<file path="src/rtl/mips_multicycle_ctrl_pkg.sv">
// Shared encodings for the multicycle MIPS control path: states, opcodes, functs, ALU opCodes.
// Latency: n/a (declarations only).
// Backpressure: n/a.
package mips_pkg;

    typedef enum logic [3:0] {
        S_FETCH   = 4'd0,
        S_DECODE  = 4'd1,
        S_MEMADR  = 4'd2,
        S_MEMRD   = 4'd3,
        S_MEMWB   = 4'd4,
        S_MEMWR   = 4'd5,
        S_EXECUTE = 4'd6,
        S_ALUWB   = 4'd7,
        S_BEQ     = 4'd8,
        S_BNE     = 4'd9,
        S_IMMEXEC = 4'd10,
        S_IMMWB   = 4'd11,
        S_JUMP    = 4'd12
    } state_t;

    localparam int unsigned NUM_STATES = 13;

    typedef enum logic [1:0] {
        ADD   = 2'd0,
        SUB   = 2'd1,
        FUNCT = 2'd2,
        IMM   = 2'd3
    } alu_op_t;

    localparam logic [5:0] OP_RTYPE = 6'b000000;
    localparam logic [5:0] OP_LW    = 6'b100011;
    localparam logic [5:0] OP_SW    = 6'b101011;
    localparam logic [5:0] OP_BEQ   = 6'b000100;
    localparam logic [5:0] OP_BNE   = 6'b000101;
    localparam logic [5:0] OP_ADDI  = 6'b001000;
    localparam logic [5:0] OP_ANDI  = 6'b001100;
    localparam logic [5:0] OP_ORI   = 6'b001101;
    localparam logic [5:0] OP_SLTI  = 6'b001010;
    localparam logic [5:0] OP_J     = 6'b000010;

    localparam logic [5:0] FN_ADD = 6'b100000;
    localparam logic [5:0] FN_SUB = 6'b100010;
    localparam logic [5:0] FN_AND = 6'b100100;
    localparam logic [5:0] FN_OR  = 6'b100101;
    localparam logic [5:0] FN_SLT = 6'b101010;
    localparam logic [5:0] FN_NOR = 6'b100111;

    localparam logic [3:0] ALU_AND = 4'b0000;
    localparam logic [3:0] ALU_OR  = 4'b0001;
    localparam logic [3:0] ALU_ADD = 4'b0010;
    localparam logic [3:0] ALU_SUB = 4'b0110;
    localparam logic [3:0] ALU_SLT = 4'b0111;
    localparam logic [3:0] ALU_NOR = 4'b1100;

    function automatic logic funct_supported(input logic [5:0] fn);
        return (fn == FN_ADD) || (fn == FN_SUB) || (fn == FN_AND) ||
               (fn == FN_OR)  || (fn == FN_SLT) || (fn == FN_NOR);
    endfunction

endpackage

</file>
<file path="src/rtl/mips_multicycle_ctrl_if.sv">
// Bundle between the control FSM and the multicycle datapath.
// Latency: n/a (wiring only).
// Backpressure: none; the datapath always accepts control.
interface mips_multicycle_ctrl_if;
    logic [5:0] opcode;
    logic [5:0] funct;
    logic       zero;
    logic       ir_write;
    logic       pc_en;
    logic       iord;
    logic       mem_write;
    logic       reg_write;
    logic       reg_dst;
    logic       mem_to_reg;
    logic       alu_src_a;
    logic [1:0] alu_src_b;
    logic       imm_zext;
    logic [1:0] pc_src;
    logic [3:0] alu_ctrl;
    logic       illegal_op;
    logic [3:0] state_o;

    modport master (
        input  opcode, funct, zero,
        output ir_write, pc_en, iord, mem_write, reg_write, reg_dst, mem_to_reg,
               alu_src_a, alu_src_b, imm_zext, pc_src, alu_ctrl, illegal_op, state_o
    );

    modport slave (
        output opcode, funct, zero,
        input  ir_write, pc_en, iord, mem_write, reg_write, reg_dst, mem_to_reg,
               alu_src_a, alu_src_b, imm_zext, pc_src, alu_ctrl, illegal_op, state_o
    );
endinterface

</file>
<file path="src/rtl/mips_multicycle_ctrl_alu_decoder.sv">
// ALU opCode decoder shared by the multicycle and future pipelined cores.
// Latency: combinational.
// Backpressure: none.
module mips_alu_decoder
    import mips_pkg::*;
(
    input  alu_op_t    alu_op,
    input  logic [5:0] funct,
    input  logic [5:0] opcode,
    output logic [3:0] alu_ctrl
);

    always_comb begin
        alu_ctrl = ALU_ADD;
        case (alu_op)
            ADD: alu_ctrl = ALU_ADD;
            SUB: alu_ctrl = ALU_SUB;
            FUNCT: begin
                case (funct)
                    FN_ADD:  alu_ctrl = ALU_ADD;
                    FN_SUB:  alu_ctrl = ALU_SUB;
                    FN_AND:  alu_ctrl = ALU_AND;
                    FN_OR:   alu_ctrl = ALU_OR;
                    FN_SLT:  alu_ctrl = ALU_SLT;
                    FN_NOR:  alu_ctrl = ALU_NOR;
                    default: alu_ctrl = ALU_ADD;
                endcase
            end
            IMM: begin
                case (opcode)
                    OP_ADDI: alu_ctrl = ALU_ADD;
                    OP_ANDI: alu_ctrl = ALU_AND;
                    OP_ORI:  alu_ctrl = ALU_OR;
                    OP_SLTI: alu_ctrl = ALU_SLT;
                    default: alu_ctrl = ALU_ADD;
                endcase
            end
            default: alu_ctrl = ALU_ADD;
        endcase
    end

endmodule

</file>
<file path="src/rtl/mips_multicycle_ctrl.sv">
// Main control FSM for the multicycle MIPS datapath; drives every mux/enable and the ALU opCode.
// Latency: Moore outputs per state; lw 5, sw/R/imm 4, beq/bne/j 3 cycles.
// Backpressure: none; reset drops all write enables asynchronously.
module mips_multicycle_ctrl
    import mips_pkg::*;
#(
    parameter bit RESET_STATE_ONEHOT = 1'b0
) (
    input  logic                    clk,
    input  logic                    rst_n,
    mips_multicycle_ctrl_if.master  bus
);

    state_t  state;
    state_t  state_d;
    logic    illegal_q, illegal_d;

    logic    ir_write_c, pc_write_c, pc_en_c, iord_c, mem_write_c, reg_write_c;
    logic    reg_dst_c, mem_to_reg_c, alu_src_a_c, imm_zext_c;
    logic [1:0] alu_src_b_c, pc_src_c;
    alu_op_t alu_op_c;

    generate
        if (RESET_STATE_ONEHOT) begin : g_onehot
            logic [NUM_STATES-1:0] oh_q, oh_d;

            assign oh_d = NUM_STATES'(1) << state_d;

            always_ff @(posedge clk or negedge rst_n) begin
                if (!rst_n) oh_q <= NUM_STATES'(1);
                else        oh_q <= oh_d;
            end

            // Anything that is not exactly one-hot decodes as FETCH.
            always_comb begin
                state = S_FETCH;
                if ($onehot(oh_q)) begin
                    for (int i = 0; i < NUM_STATES; i++) begin
                        if (oh_q[i]) state = state_t'(4'(i));
                    end
                end
            end
        end else begin : g_binary
            logic [3:0] bin_q;

            always_ff @(posedge clk or negedge rst_n) begin
                if (!rst_n) bin_q <= S_FETCH;
                else        bin_q <= state_d;
            end

            assign state = state_t'(bin_q);
        end
    endgenerate

    always_ff @(posedge clk or negedge rst_n) begin
        if (!rst_n) illegal_q <= 1'b0;
        else        illegal_q <= illegal_d;
    end

    always_comb begin
        state_d      = S_FETCH;
        illegal_d    = illegal_q;
        ir_write_c   = 1'b0;
        pc_write_c   = 1'b0;
        pc_en_c      = 1'b0;
        iord_c       = 1'b0;
        mem_write_c  = 1'b0;
        reg_write_c  = 1'b0;
        reg_dst_c    = 1'b0;
        mem_to_reg_c = 1'b0;
        alu_src_a_c  = 1'b0;
        alu_src_b_c  = 2'b00;
        imm_zext_c   = 1'b0;
        pc_src_c     = 2'b00;
        alu_op_c     = ADD;

        case (state)
            S_FETCH: begin
                ir_write_c  = 1'b1;
                alu_src_b_c = 2'b01;
                pc_write_c  = 1'b1;
                state_d     = S_DECODE;
            end
            S_DECODE: begin
                // Branch target is precomputed here while the opcode is decoded.
                alu_src_b_c = 2'b11;
                case (bus.opcode)
                    OP_LW, OP_SW:                     state_d = S_MEMADR;
                    OP_BEQ:                           state_d = S_BEQ;
                    OP_BNE:                           state_d = S_BNE;
                    OP_ADDI, OP_ANDI, OP_ORI, OP_SLTI: state_d = S_IMMEXEC;
                    OP_J:                             state_d = S_JUMP;
                    OP_RTYPE: begin
                        if (funct_supported(bus.funct)) state_d = S_EXECUTE;
                        else                            illegal_d = 1'b1;
                    end
                    default: illegal_d = 1'b1;
                endcase
            end
            S_MEMADR: begin
                alu_src_a_c = 1'b1;
                alu_src_b_c = 2'b10;
                state_d     = (bus.opcode == OP_LW) ? S_MEMRD : S_MEMWR;
            end
            S_MEMRD: begin
                iord_c  = 1'b1;
                state_d = S_MEMWB;
            end
            S_MEMWB: begin
                mem_to_reg_c = 1'b1;
                reg_write_c  = 1'b1;
            end
            S_MEMWR: begin
                iord_c      = 1'b1;
                mem_write_c = 1'b1;
            end
            S_EXECUTE: begin
                alu_src_a_c = 1'b1;
                alu_op_c    = FUNCT;
                state_d     = S_ALUWB;
            end
            S_ALUWB: begin
                reg_dst_c   = 1'b1;
                reg_write_c = 1'b1;
            end
            S_BEQ, S_BNE: begin
                alu_src_a_c = 1'b1;
                alu_op_c    = SUB;
                pc_src_c    = 2'b01;
                pc_en_c     = (state == S_BEQ) ? bus.zero : ~bus.zero;
            end
            S_IMMEXEC: begin
                alu_src_a_c = 1'b1;
                alu_src_b_c = 2'b10;
                alu_op_c    = IMM;
                imm_zext_c  = (bus.opcode == OP_ANDI) || (bus.opcode == OP_ORI);
                state_d     = S_IMMWB;
            end
            S_IMMWB: begin
                reg_write_c = 1'b1;
            end
            S_JUMP: begin
                pc_src_c   = 2'b10;
                pc_write_c = 1'b1;
            end
            default: state_d = S_FETCH;
        endcase
    end

    mips_alu_decoder u_alu_dec (
        .alu_op   (alu_op_c),
        .funct    (bus.funct),
        .opcode   (bus.opcode),
        .alu_ctrl (bus.alu_ctrl)
    );

    // Enables are gated by rst_n so they fall in the same cycle reset asserts.
    assign bus.ir_write   = ir_write_c  & rst_n;
    assign bus.pc_en      = (pc_write_c | pc_en_c) & rst_n;
    assign bus.mem_write  = mem_write_c & rst_n;
    assign bus.reg_write  = reg_write_c & rst_n;
    assign bus.iord       = iord_c;
    assign bus.reg_dst    = reg_dst_c;
    assign bus.mem_to_reg = mem_to_reg_c;
    assign bus.alu_src_a  = alu_src_a_c;
    assign bus.alu_src_b  = alu_src_b_c;
    assign bus.imm_zext   = imm_zext_c;
    assign bus.pc_src     = pc_src_c;
    assign bus.illegal_op = illegal_q;
    assign bus.state_o    = state;

endmodule

</file>
<file path="src/flat_wrapper.sv">
// flat-port wrapper written by rule: the top's interface ports become plain ports
module mips_multicycle_ctrl_flat import mips_pkg::*;
#(
    parameter bit RESET_STATE_ONEHOT = 1'b0
)
  (clk, rst_n, bus_opcode, bus_funct, bus_zero, bus_ir_write, bus_pc_en, bus_iord, bus_mem_write, bus_reg_write, bus_reg_dst, bus_mem_to_reg, bus_alu_src_a, bus_alu_src_b, bus_imm_zext, bus_pc_src, bus_alu_ctrl, bus_illegal_op, bus_state_o);
  mips_multicycle_ctrl_if bus_i ();
  input  logic clk;
  input  logic rst_n;
  input wire logic [$bits(bus_i.opcode)-1:0] bus_opcode;
  input wire logic [$bits(bus_i.funct)-1:0] bus_funct;
  input wire logic [$bits(bus_i.zero)-1:0] bus_zero;
  output wire logic [$bits(bus_i.ir_write)-1:0] bus_ir_write;
  output wire logic [$bits(bus_i.pc_en)-1:0] bus_pc_en;
  output wire logic [$bits(bus_i.iord)-1:0] bus_iord;
  output wire logic [$bits(bus_i.mem_write)-1:0] bus_mem_write;
  output wire logic [$bits(bus_i.reg_write)-1:0] bus_reg_write;
  output wire logic [$bits(bus_i.reg_dst)-1:0] bus_reg_dst;
  output wire logic [$bits(bus_i.mem_to_reg)-1:0] bus_mem_to_reg;
  output wire logic [$bits(bus_i.alu_src_a)-1:0] bus_alu_src_a;
  output wire logic [$bits(bus_i.alu_src_b)-1:0] bus_alu_src_b;
  output wire logic [$bits(bus_i.imm_zext)-1:0] bus_imm_zext;
  output wire logic [$bits(bus_i.pc_src)-1:0] bus_pc_src;
  output wire logic [$bits(bus_i.alu_ctrl)-1:0] bus_alu_ctrl;
  output wire logic [$bits(bus_i.illegal_op)-1:0] bus_illegal_op;
  output wire logic [$bits(bus_i.state_o)-1:0] bus_state_o;
  assign bus_i.opcode = bus_opcode;
  assign bus_i.funct = bus_funct;
  assign bus_i.zero = bus_zero;
  assign bus_ir_write = bus_i.ir_write;
  assign bus_pc_en = bus_i.pc_en;
  assign bus_iord = bus_i.iord;
  assign bus_mem_write = bus_i.mem_write;
  assign bus_reg_write = bus_i.reg_write;
  assign bus_reg_dst = bus_i.reg_dst;
  assign bus_mem_to_reg = bus_i.mem_to_reg;
  assign bus_alu_src_a = bus_i.alu_src_a;
  assign bus_alu_src_b = bus_i.alu_src_b;
  assign bus_imm_zext = bus_i.imm_zext;
  assign bus_pc_src = bus_i.pc_src;
  assign bus_alu_ctrl = bus_i.alu_ctrl;
  assign bus_illegal_op = bus_i.illegal_op;
  assign bus_state_o = bus_i.state_o;
  mips_multicycle_ctrl #(.RESET_STATE_ONEHOT(RESET_STATE_ONEHOT)) u_core (.clk(clk), .rst_n(rst_n), .bus(bus_i));
endmodule
</file>
<file path="config.mk">
export PLATFORM = sky130hd
export DESIGN_NAME = mips_multicycle_ctrl_flat
export DESIGN_NICKNAME = d
export VERILOG_FILES = /design/src/rtl/mips_multicycle_ctrl_pkg.sv /design/src/rtl/mips_multicycle_ctrl_if.sv /design/src/rtl/mips_multicycle_ctrl_alu_decoder.sv /design/src/rtl/mips_multicycle_ctrl.sv /design/src/flat_wrapper.sv
export SDC_FILE = /design/constraint.sdc
export NUM_CORES = 1
export LEC_CHECK = 0
export ABC_AREA = 1
export ABC_CLOCK_PERIOD_IN_PS = 2060
export CORE_MARGIN = 4
export CORE_UTILIZATION = 35
export DETAILED_ROUTE_END_ITERATION = 7
export PLACE_DENSITY_LB_ADDON = 0.08
export SETUP_SLACK_MARGIN = 0.4
export SYNTH_ARGS = -nofsm -noshare
export SYNTH_HDL_FRONTEND = slang
export SYNTH_SLANG_ARGS = --single-unit
export TNS_END_PERCENT = 30
</file>
<file path="constraint.sdc">
create_clock -name clk -period 2.06 [get_ports clk]
set_clock_uncertainty 0.05 [all_clocks]
set_input_delay 0.515 -clock clk [delete_from_list [all_inputs] [get_ports clk]]
set_output_delay 0.515 -clock clk [all_outputs]
set_load 0.02 [all_outputs]
</file>
==> impl.org <==
** Critical path
- Startpoint kind of the worst setup timing path :: input port
- Ordered list of cells on the worst path :: dlygate4sd2_1 -> inv_2 -> nand3_4 -> nor2_4 -> nand2_1 -> nand3_2 -> buf_6
- Critical Path Sink Type :: output pin
- The critical path crosses 7 cells after its start point.
- The number of cells on the worst reg-to-reg path is 7.
- Peak per-stage delay on the critical path :: 0.26 ns
- Data arrives at the worst endpoint at 1.43 ns.
- In this run the worst path has a maximum fanout of 3.
- On the critical path the largest part of the delay comes from buffers and inverters.
- At the worst endpoint, the required time is 1.49 ns.
- The critical path is of the input port to output pin type.
- The number of buffers and inverters on the critical path is 3.
- Cell at the slowest stage of the critical path :: sky130_fd_sc_hd__dlygate4sd2_1

** Synthesis
- The synthesized netlist devotes 0% of its cell area to XOR and XNOR gates.
- EDFF count, synth :: 0
- Summing the areas of all compound-gate instances in the mapped netlist gives 9.222% of the synthesized area.
- Register area share after synthesis :: 18.08%
- Share of cell area taken by muxes after synthesis :: 0%
- The biggest area contributor in the post-synthesis netlist is sky130_fd_sc_hd__nand2_1.
- After synthesis the netlist holds a flip-flop and latch count of 5.
- Synthesis produced a netlist with a net count of 142.
- The Yosys step of the flow raised 0 warnings.
- Synth top area share :: 20.07%
- The synthesized netlist devotes 0% of its cell area to adder and majority cells.
- Of the total synthesized cell area, the portion taken by AND, OR, NAND and NOR gates is 60.22%.
- Post-synth top cells :: sky130_fd_sc_hd__nand2_1 (37), sky130_fd_sc_hd__inv_1 (21), sky130_fd_sc_hd__nor2_1 (19), sky130_fd_sc_hd__nand3_1 (16)
- Fraction of registers with async set or reset after synthesis :: 100.0%
- Sorting the synthesized cells by area gives the leading types as sky130_fd_sc_hd__nand2_1 (20%), sky130_fd_sc_hd__dfrtp_1 (18%), sky130_fd_sc_hd__nand3_1 (12%).
- After synthesis, the netlist uses 22 different library cells.
- Main combinational cell family by area after synthesis :: simple AND/OR/NAND/NOR gates
- Count leader, synth :: sky130_fd_sc_hd__nand2_1
- The most used flip-flop cell after synthesis is sky130_fd_sc_hd__dfrtp_1.
- In the synthesized netlist, the number of instances is 127.
- In this run the cell area of the synthesized design comes to 691.9 µm².
- In this run the mean area of a mapped cell was 5.448 µm².

** Power and ir drop
- Net Sw Power :: 0.3717 mW
- The internal power of the cells totals 0.4374 mW.
- VDD IR max :: 524.5 µV
- Clock network power share :: 14.3%
- Power density normalized to cell area :: 548.0 nW/µm²
- Sequential power share :: 17.7%
- Net switching is 45.94% of the power.
- Summed over all cells, the static leakage comes to 0.8775 nW.
- Combinational cell fraction of total power :: 68.0%
- Final total power :: 0.8091 mW

** CTS
- Clk slew on worst S/H paths :: 0.04 ns
- TritonCTS built the clock tree.
- Clock latency on the worst-skew pair :: 0.24 ns
- TritonCTS buffer count :: 3
- Clock tree synthesis found a total of 5 sinks.
- Master cell of the clock root buffer :: sky130_fd_sc_hd__clkbuf_4
- Buffers inserted to repair hold after CTS numbered 0.
- H-tree level count :: 1
- Maximum buffer depth of the clock tree :: 2

** STA
- Final sum of negative setup slack :: 0 ns
- Transition time at the pin with the least slew margin :: 0.2353 ns
- Setup repair after global routing could not meet its margin everywhere.
- Hold Vio Cnt, Final :: 0
- The routed design could run at a clock period as short as 1.996 ns.
- Headroom to the max-slew limit came out at 84.28%.
- For this run, the top clock speed supported by timing is 501.0 MHz.
- Part of the cycle the worst path needs :: 96.90%
- Number of endpoints failing setup at the final stage :: 0
- The max-slew violation count was 0.

** Place
- Final weighted congestion in routability-driven placement :: 0.8705
- During placement, the flow inserted port buffers numbering 36.
- The wire-length estimate of the detail-placed layout is 2.284 mm.

** Floorplanning
- 37 I/O pins were placed.
- Initial cell density of the core :: 38.40%
- Core ar. :: 1802 µm²
- From left edge to right edge, the die measures 52.46 µm.
- Vertical die dimension :: 52.46 µm
- The floorplan has 15 rows.
- Area of the die :: 2752 µm²

** Layout
- Ant. Diodes :: 0
- Area of the multi-input gates :: 589.3 µm²
- The filler cells instantiated in the layout total 119.
- The sequential cells in the finished layout cover a total of 130.1 µm².
- The area growth from synthesis to layout is 113.4%.
- Share of final-layout standard cells stronger than drive strength 1 :: 52.66%
- Count of nets after finishing :: 223

** Route
- For this run, design rule violations remaining after detail routing come to 0.
- The routed layout has 1167 vias.
- After detailed routing, the number of vias per cell comes to 5.030.
- Final wirelength :: 2.987 mm
- After detailed routing, the average wire length per cell comes to 12.88 µm.
- The pre-antenna-repair detailed-routing pass consisted of 5 iterations.
- In this run the remaining antenna-violating nets after routing total 0.
- For this block, the initial DRC count from the detailed router was 38.

** Status
- The run finished with clean final reports.

** GRT
- For this run the aggregate overflow at the end of global routing stands at 0.
- Wire length of the first global-routing pass :: 4.698 mm
- The number of antenna violations at the first check in global routing came to 0.
- Number of global-route vias before repair :: 1095
- Maximum number of pins on one net before global-route repair :: 7
- Total Routing Usage GR :: 22.39%

** Hold path
- The path class of the tightest hold or removal check is flip-flop to flip-flop.
- Number of cells on the worst hold path :: 1

** Job
- MaxCap Viol Count :: 0
## power groups by stage
stage               Clock (mW)  Sequential, mW  Combinational, mW
global placement             0           0.141              0.540
floorplan                    0           0.165              0.221
finish                   0.116           0.144              0.550
CTS                      0.120           0.143              0.533
global route             0.131           0.146              0.587
detailed placement           0           0.141              0.554
## path summary, 6_finish.rpt
kind	to	startpoint	slack, ns
setup / recovery	bus_alu_ctrl[0]	bus_opcode[1]	0.06
hold / removal	u_core.bus.illegal_op	u_core.bus.illegal_op	0.43
setup reg to reg	u_core.bus.illegal_op	u_core.bus.state_o[1]	0.62
hold reg to reg	u_core.bus.illegal_op	u_core.bus.illegal_op	0.43
max in group asynchronous	u_core.bus.state_o[0]	rst_n	1.29
min in group asynchronous	u_core.bus.state_o[3]	rst_n	0.54
## layer usage
metal  up-vias  GRT usage (%)  wire (µm)
met1       542          26.16       1187
met2        50          42.77       1593
met5         -              0          0
met3         8          1.994        160
li1        567              -          -
met4         0          5.532         45
## state kept, by name, summed over array words and instances, names as in the netlist
signal,count
u_core.bus.state_o,4
u_core.bus.illegal_op,1
## through the flow
step / worst slack [ns] / util, % / std cells / hold WS, ns / area (µm²)
floorplan: 0.2844 / - / 127 / 0.1694 / 765.7
global placement: -0.7949 / 78.40 / 222 / 0.4200 / 1413
detailed placement: -0.8192 / 78.40 / 222 / 0.4283 / 1413
CTS: 0.07753 / 80.83 / 230 / 0.4406 / 1456
global route: -0.02097 / 81.94 / 232 / 0.4834 / 1476
finish: 0.06393 / 81.94 / 232 / 0.4251 / 1476
## layout by cell type (no fill, tap or decap), types with 2 or more instances in the layout
cell / synthesis / final
sky130_fd_sc_hd__nand4_1: 3 / 3
sky130_fd_sc_hd__inv_1: 21 / 12
sky130_fd_sc_hd__nor2_4: 2 / 7
sky130_fd_sc_hd__nor2_1: 19 / 13
sky130_fd_sc_hd__nor2_2: 2 / 3
sky130_fd_sc_hd__a31oi_2: 0 / 2
sky130_fd_sc_hd__dlygate4sd2_1: 0 / 6
sky130_fd_sc_hd__nand2_2: 2 / 5
sky130_fd_sc_hd__buf_4: 0 / 46
sky130_fd_sc_hd__nand2_1: 37 / 33
sky130_fd_sc_hd__nand3_1: 16 / 11
sky130_fd_sc_hd__o21ai_0: 5 / 3
sky130_fd_sc_hd__clkbuf_4: 0 / 3
sky130_fd_sc_hd__clkbuf_2: 0 / 3
sky130_fd_sc_hd__nand3_2: 1 / 5
sky130_fd_sc_hd__o21ai_1: 0 / 2
sky130_fd_sc_hd__buf_6: 0 / 4
sky130_fd_sc_hd__dlymetal6s2s_1: 0 / 5
sky130_fd_sc_hd__buf_2: 0 / 8
sky130_fd_sc_hd__nand3_4: 1 / 2
sky130_fd_sc_hd__clkdlybuf4s15_2: 0 / 2
sky130_fd_sc_hd__inv_2: 2 / 9
sky130_fd_sc_hd__dfrtp_2: 0 / 4
## repair_timing
item,in CTS,in global routing
pin swaps,15,4
resized for setup,109,29
buffers inserted,4,2
gates cloned,0,0
setup endpoints to repair,22,22
## area by class of cell
type                       count  share of cell area (%)
clock buffer                   4                   1.780
sequential                     5                   8.814
timing repair buffer          76                   40.85
inverter                      23                   6.525
multi-input combinational     99                   39.92
tap                           25                   2.119
## logic make-up (layout without fill, tap and decap cells)
logic type | count (synthesis) | after routing
and+or+nand+nor | 88 | 88
buffers and inverters | 23 | 103
AOI/OAI and AO/OA | 11 | 11
DFF | 5 | 5
## worst register-to-register path, stage by stage, from the launching register on
cell                       delay, ns
sky130_fd_sc_hd__dfrtp_2        0.43
sky130_fd_sc_hd__buf_4          0.16
sky130_fd_sc_hd__nor2_1         0.18
sky130_fd_sc_hd__nand2_1        0.12
sky130_fd_sc_hd__buf_4          0.15
sky130_fd_sc_hd__inv_1          0.10
sky130_fd_sc_hd__nand2_1        0.06
sky130_fd_sc_hd__o21bai_1       0.11
Note: power is estimated with default switching activity, not from simulation.
==> patch (same settings) <==
`RESET_STATE_ONEHOT` is set to 1'b0 in 2 places; all go to 1'b1.
--- a/src/rtl/mips_multicycle_ctrl.sv
+++ b/src/rtl/mips_multicycle_ctrl.sv
@@ -4,7 +4,7 @@
 module mips_multicycle_ctrl
     import mips_pkg::*;
 #(
-    parameter bit RESET_STATE_ONEHOT = 1'b0
+    parameter bit RESET_STATE_ONEHOT = 1'b1
 ) (
     input  logic                    clk,
     input  logic                    rst_n,
--- a/src/flat_wrapper.sv
+++ b/src/flat_wrapper.sv
@@ -1,7 +1,7 @@
 // flat-port wrapper written by rule: the top's interface ports become plain ports
 module mips_multicycle_ctrl_flat import mips_pkg::*;
 #(
-    parameter bit RESET_STATE_ONEHOT = 1'b0
+    parameter bit RESET_STATE_ONEHOT = 1'b1
 )
   (clk, rst_n, bus_opcode, bus_funct, bus_zero, bus_ir_write, bus_pc_en, bus_iord, bus_mem_write, bus_reg_write, bus_reg_dst, bus_mem_to_reg, bus_alu_src_a, bus_alu_src_b, bus_imm_zext, bus_pc_src, bus_alu_ctrl, bus_illegal_op, bus_state_o);
   mips_multicycle_ctrl_if bus_i ();
Behaviour: no difference found for any inputs over 10 cycles, from zero or initial values and one cycle with rst_n low; that may be too few to reach the edited logic, so the function may still have changed.
==> patch against the original RTL <==
The flow now finishes with violations (setup timing); total power grew to 2.9 times the old value; sequential cell count grew 9; non-clock buffer count grew 50; cell count grew 83%; fmax shrank 61%; largest power group unchanged; combinational power grew to 3.3 times the old value; final area grew 110%; die area grew 120%; critical path type is now flop to primary output; area after synthesis grew to 2.5 times the old value; setup slack lost 3.1 ns; hold slack lost 0.0086 ns; routed wire length grew 63%.
==> patch: results (changes against the original RTL) <==
* Postcts setup bufs at 12 (+8)
* Placer Congestion at 0.837 (-3.8%)
* Final setup vio count at 35 (+35)
* Drt via density at 4.35 (-13%)
* Multi-input gates at 155 (+57%)
* Final worst slack at -3.03 ns (-3.09 ns)
* Clk tree area frac at 1.43% (-0.35 points)
* DR iter-0 viols at 34 (-11%)
* WL/cell at 11.5 µm (-11%)
* Clock transition at path regs at 0.06 ns (+0.02 ns)
* Switching Share at 45.3% (-0.66 points)
* Synth top area cells: dfrtp_1 (19%), inv_1 (11%), fa_1 (9.2%)
* Yosys cell types at 36 (+64%)
* # fillers at 437 (+270%)
* Worst Path Max Fanout at 6 (+3)
* Fraction of area in multi-input gates at 43.2% (+3.3 points)
* Failing checks: setup timing
* Inverters at 58 (+150%)
* Seq_cells at 14 (+9)
* DP Worst Slack at -3.25 ns (-2.43 ns)
* Status: finished with violations
* CTS root buf: clkbuf_8
* Largest net degree at the start of global routing at 15 (+8)
* Dpl cells at 403 (+82%)
* Wl on met1 at 2230 µm (+88%)
* Drt first pass iters at 4 (-1)
* Synth Cell Area at 1740 µm² (+150%)
* Register share of total power at 13.3% (-4.4 points)
## patch: kinds of logic (layout without fill, tap and decap cells)
kind of cell,after synthesis,count (layout),synth area share [%]
flip-flops,14,14,20.2
AND/OR/NAND/NOR,116,116,42.1
buffers and inverters,58,188,12.9
AO/OA/AOI/OAI,19,19,7.03
adder cells (fa/ha/maj),20,20,17.8
## patch: worst paths after layout
| kind | from | endpoint | slack [ns] | depth (start not counted) |
|---|---|---|---|---|
| worst max-delay path | u_core.g_onehot.oh_q[6] | bus_alu_ctrl[2] | -3.03 | 16 |
| worst min-delay path | u_core.bus.illegal_op | u_core.bus.illegal_op | 0.42 | 1 |
| min in group asynchronous | rst_n | u_core.bus.illegal_op | 0.58 | 2 |
| worst max register to register | u_core.g_onehot.oh_q[6] | u_core.g_onehot.oh_q[0] | -2.79 | 22 |
| max in group asynchronous | rst_n | u_core.g_onehot.oh_q[0] | 1.14 | 2 |
| worst min register to register | u_core.bus.illegal_op | u_core.bus.illegal_op | 0.42 | 1 |
